==> src/rtl/lcd_dfa_64_to_16_pkg.sv <==
// Shared lcd stream definitions: the 69-bit beat layout and the last-sub-beat rule.
// Used by the 64->16 adapter and the upstream FIFO wrapper.
package lcd_dfa_64_to_16_pkg;

  // Packed so that data=[63:0], sop=[64], eop=[65], empty=[68:66].
  typedef struct packed {
    logic [2:0]  empty;
    logic        eop;
    logic        sop;
    logic [63:0] data;
  } lcd_beat_t;

  localparam int LCD_BEAT_W = $bits(lcd_beat_t);
  localparam int LCD_DATA_W = 64;

  // Index of the last 16-bit sub-beat that still carries a valid byte.
  function automatic logic [1:0] lcd_last_idx(input logic eop, input logic [2:0] empty);
    logic [2:0] valid_m1;
    valid_m1 = 3'd7 - empty;
    return eop ? valid_m1[2:1] : 2'd3;
  endfunction

endpackage

==> src/rtl/lcd_dfa_64_to_16.sv <==
// Width adapter: one 64-bit lcd beat in, up to four 16-bit beats out, with
// packet framing carried through and a sop-protocol error pulse.
module lcd_dfa_64_to_16
  import lcd_dfa_64_to_16_pkg::*;
#(
  parameter int SYMBOL_WIDTH = 8,
  parameter int IN_SYMBOLS   = 8,
  parameter int OUT_SYMBOLS  = 2
) (
  input  logic                                clk,
  input  logic                                reset_n,
  input  logic                                in_valid,
  output logic                                in_ready,
  input  logic [LCD_BEAT_W-1:0]               in_data,
  input  logic                                out_ready,
  output logic                                out_valid,
  output logic [SYMBOL_WIDTH*OUT_SYMBOLS-1:0] out_data,
  output logic                                out_sop,
  output logic                                out_eop,
  output logic                                out_empty,
  output logic                                err_sop
);

  localparam int OUT_W     = SYMBOL_WIDTH * OUT_SYMBOLS;
  localparam int SUB_BEATS = IN_SYMBOLS / OUT_SYMBOLS;

  lcd_beat_t  in_beat;
  lcd_beat_t  hold_reg, hold_next;
  logic       hold_valid_reg, hold_valid_next;
  logic [1:0] idx_reg, idx_next;
  logic [1:0] lst_reg, lst_next;
  logic       in_pkt_reg, in_pkt_next;
  logic       err_reg, err_next;

  logic       at_last;
  logic       out_xfer;
  logic       in_xfer;
  logic [OUT_W-1:0] sub_beat [SUB_BEATS];

  assign in_beat = lcd_beat_t'(in_data);

  // First symbol sits in the top byte, so sub-beat 0 is the most significant slice.
  genvar gi;
  generate
    for (gi = 0; gi < SUB_BEATS; gi++) begin : g_slice
      assign sub_beat[gi] = hold_reg.data[LCD_DATA_W-1-OUT_W*gi -: OUT_W];
    end
  endgenerate

  assign at_last  = (idx_reg == lst_reg);
  assign out_xfer = hold_valid_reg && out_ready;
  // Accept while the retiring sub-beat leaves, so back-to-back beats have no bubble.
  assign in_ready = !hold_valid_reg || (out_ready && at_last);
  assign in_xfer  = in_valid && in_ready;

  always_ff @(posedge clk or negedge reset_n) begin
    if (!reset_n) begin
      hold_reg       <= '0;
      hold_valid_reg <= 1'b0;
      idx_reg        <= 2'd0;
      lst_reg        <= 2'd0;
      in_pkt_reg     <= 1'b0;
      err_reg        <= 1'b0;
    end else begin
      hold_reg       <= hold_next;
      hold_valid_reg <= hold_valid_next;
      idx_reg        <= idx_next;
      lst_reg        <= lst_next;
      in_pkt_reg     <= in_pkt_next;
      err_reg        <= err_next;
    end
  end

  always_comb begin
    hold_next       = hold_reg;
    hold_valid_next = hold_valid_reg;
    idx_next        = idx_reg;
    lst_next        = lst_reg;
    in_pkt_next     = in_pkt_reg;
    err_next        = 1'b0;

    if (out_xfer) begin
      if (at_last) hold_valid_next = 1'b0;
      else         idx_next        = idx_reg + 2'd1;

      // Only the first sub-beat of a held beat can open a packet.
      if (idx_reg == 2'd0)
        err_next = hold_reg.sop ? in_pkt_reg : !in_pkt_reg;

      if (out_eop)      in_pkt_next = 1'b0;
      else if (out_sop) in_pkt_next = 1'b1;
    end

    if (in_xfer) begin
      hold_next       = in_beat;
      hold_valid_next = 1'b1;
      idx_next        = 2'd0;
      lst_next        = lcd_last_idx(in_beat.eop, in_beat.empty);
    end
  end

  always_comb begin
    out_valid = hold_valid_reg;
    out_data  = sub_beat[idx_reg];
    out_sop   = hold_valid_reg && (idx_reg == 2'd0) && hold_reg.sop;
    out_eop   = hold_valid_reg && at_last && hold_reg.eop;
    out_empty = out_eop && hold_reg.empty[0];
    err_sop   = err_reg;
  end

endmodule

==> config.mk <==
export PLATFORM = sky130hd
export DESIGN_NAME = lcd_dfa_64_to_16
export DESIGN_NICKNAME = d
export VERILOG_FILES = /design/src/rtl/lcd_dfa_64_to_16_pkg.sv /design/src/rtl/lcd_dfa_64_to_16.sv
export SDC_FILE = /design/constraint.sdc
export NUM_CORES = 1
export LEC_CHECK = 0
export ABC_AREA = 1
export BUFFER_PORTS_ARGS = -buffer_cell sky130_fd_sc_hd__buf_2
export CAP_MARGIN = 20
export CORE_UTILIZATION = 35
export DETAILED_ROUTE_END_ITERATION = 8
export PLACE_DENSITY_LB_ADDON = 0.25
export SYNTH_ARGS = -nofsm -noshare
export SYNTH_HDL_FRONTEND = slang
export SYNTH_SLANG_ARGS = --single-unit
==> constraint.sdc <==
create_clock -name clk -period 3.25 [get_ports clk]
set_clock_uncertainty 0.1 [all_clocks]
set_input_delay 0.325 -clock clk [delete_from_list [all_inputs] [get_ports clk]]
set_output_delay 0.325 -clock clk [all_outputs]
set_load 0.02 [all_outputs]
==> flow_summary.yaml <==
cts:
  cts_inserted_buffers: 9
  cts_tree: "built"
  clkTransAtPathRegs_ns: 0.08
  cts.repair.resized: 0
  cts.sinks: 74
  cts_setup_buffers: 0
  cts_root_buf: "clkbuf_8"
  clockBufferDepth: 2
  htreeDepth: 3
  insertion_delay_ns: 0.35
  postCtsHoldBufs: 0
die:
  fp.coreArea_um2: 9820
  start_util_pct: 36.2
  row_count: 36
  boundaryPins: 95
  die_area_um2: 10600
  die_h_um: 103
  die_width_um: 103
synthesis:
  ys_types: 21
  synthesis.instances: 437
  syn_nets: 511
  syn_area_per_cell_um2: 8.13
  yosys_warnings: 0
  synth-seq-cells: 74
  yosysSeqAreaShare_pct: 52.1
  syn_area_um2: 3550
final_layout:
  nets: 588
  diodes: 0
  layout-drive-gt1-share_pct: 22.9
  layout.cells.most_common: "nand2_1"
  syn_to_final_growth_pct: 18.2
  largest_reg_flops: 64
  layout_common_cells: "nand2_1, buf_2, dfrtp_1"
  fill_cells: 1052
  finish.utilization_pct: 42.8
critical_path:
  endpoint_kind: "output pin"
  max_stage_delay_ns: 0.61
  path_max_fanout: 38
  r2r_slack_ns: 0.79
  cp-startpoint: "idx_reg[1]$_DFFE_PN0P_"
  path_cells: "inv_4 > nand2_1 > nand2_2 > nand3_2 > nand2_4 > buf_2"
  r2r_cells: 8
  critPathLaunchType: "flip-flop"
  criticalPathCategory: "reg2out"
  worstReg2RegEnd: "sub_beat[62]$_DFFE_PN0P_"
  cp_slowest_cell: "dfrtp_1"
  reg2reg_from: "idx_reg[1]$_DFFE_PN0P_"
  critical_path_required_ns: 2.82
  cp-endpoint: "in_ready"
  arrival_ns: 2.17
timing:
  hold_viol: 9
  period_share_pct: 80.0
  finalSetupViolations: 0
  tightest_slew_ns: 0.938
  hold_ws_ns: -0.0189
  min_period_ns: 2.60
  slew_viol_final: 0
  finalSetupTns_ns: 0
  slew_headroom_pct: 37.4
  fmax_mhz: 385
  grt_setup_unrepaired: "false"
  fin_ws_ns: 0.650
global_route:
  grt-ovfl-total: 0
  antenna_found_initial: 0
  grt_pass1_vias: 2970
  grt_max_degree: 75
  grt_pass1_wl_um: 15500
  grt_use_total_pct: 19.8
place:
  routabilityCongestion: 0.814
  dp_slack_ns: 0.840
  dp_hpwl_um: 6920
  io_buffers: 94
run:
  cap_violations: 0
routing:
  vias_per_cell: 4.89
  drtPass1Iterations: 4
  drt_iter0_drc: 183
  antenna_left: 0
  routed_wirelength_um: 9890
  drc_errors: 0
  post_drt_wl_per_cell_um: 15.2
  vias: 3186
power_and_ir_drop:
  peakVddDrop_uv: 326
  p_total_mw: 4.37
  leakage_nw: 2.26
  p_per_area_nw_per_um2: 1040
status:
  violations: "negative hold slack"
  status: "complete, but fails checks"
worst_hold_path:
  hold_path.class: "in2async"
[routing by layer]
layer  global-route usage [%]  vias to the layer above  part of all wire (%)
met3                     2.71                       17                   6.7
met2                     26.9                      110                    41
met1                     31.1                     1479                    50
met4                     8.56                        0                   2.5
li1                         -                     1580                     -
met5                        0                        -                     0
[power breakdown]
part	internal [mW]	switching (mW)
clock	0.361	0.349
combinational	0.643	1.34
sequential	1.36	0.316
[how the worst min path moves through the flow]
| stage | slack (ns) | cells past startpoint | startpoint | end |
|---|---|---|---|---|
| floorplan | -0.07 | 0 | reset_n | err_sop$_DFF_PN0_ |
| global placement | 0.35 | 2 | sub_beat[30]$_DFFE_PN0P_ | sub_beat[30]$_DFFE_PN0P_ |
| detailed placement | 0.36 | 2 | hold_reg[66]$_DFFE_PN0P_ | hold_reg[66]$_DFFE_PN0P_ |
| CTS | 0.04 | 1 | reset_n | sub_beat[20]$_DFFE_PN0P_ |
| global route | 0.08 | 1 | reset_n | sub_beat[20]$_DFFE_PN0P_ |
| finish | -0.02 | 1 | reset_n | sub_beat[20]$_DFFE_PN0P_ |
[kinds of logic after synthesis]
kind of cell / after synthesis / share of synthesized area [%]
adders and majority gates: 1 / 0.352
DFF: 74 / 52.1
AOI/OAI and AO/OA: 51 / 7.74
xor gates and xnor gates: 1 / 0.774
buffers and inverters: 43 / 7.36
and+or+nand+nor: 267 / 31.7
[cells in the mapped netlist]
library cell  count  area (um2)
a21oi_1           1        5.00
buf_2             3        15.0
buf_4             9        67.6
buf_6             8        90.1
clkbuf_1         12        45.0
dfrtp_1          74        1850
ha_1              1        12.5
inv_1             9        33.8
inv_2             1        3.75
inv_4             1        6.26
nand2_1         156         586
nand2_2           1        6.26
nand2_4           1        11.3
nand2_8           1        20.0
nand3_1          71         355
nand3_2           1        10.0
nand4_1           1        6.26
nor2_1           35         131
o21ai_0          34         170
o22ai_1          16         100
xnor2_4           1        27.5
[final cells by class]
cell class              instances  area, um2  area share (%)
well taps                     133        166            3.96
multi-input cells             320       1440            34.3
clock buffers                  11        131            3.13
inverters                      11       43.8            1.04
repair buffers                 98        503            12.0
flip-flops and latches         74       1850            44.1
clock inverters                 5       63.8            1.52
[through the flow]
stage | area (um2) | std cells | hold WS, ns
final | 4200 | 652 | -0.0189
after global routing | 4200 | 652 | 0.0812
after CTS | 4200 | 652 | 0.0400
after detailed placement | 4010 | 636 | 0.359
after global placement | 4010 | 636 | 0.350
after floorplan | 3550 | 437 | -0.0706
[critical path: cells and delay by family, from the launching register on]
kind	cells	cell delay, ns
buffers and inverters	2	0.52
flip-flops	1	0.61
AND/OR/NAND/NOR	4	0.67
(Power assumes the default switching activity.)
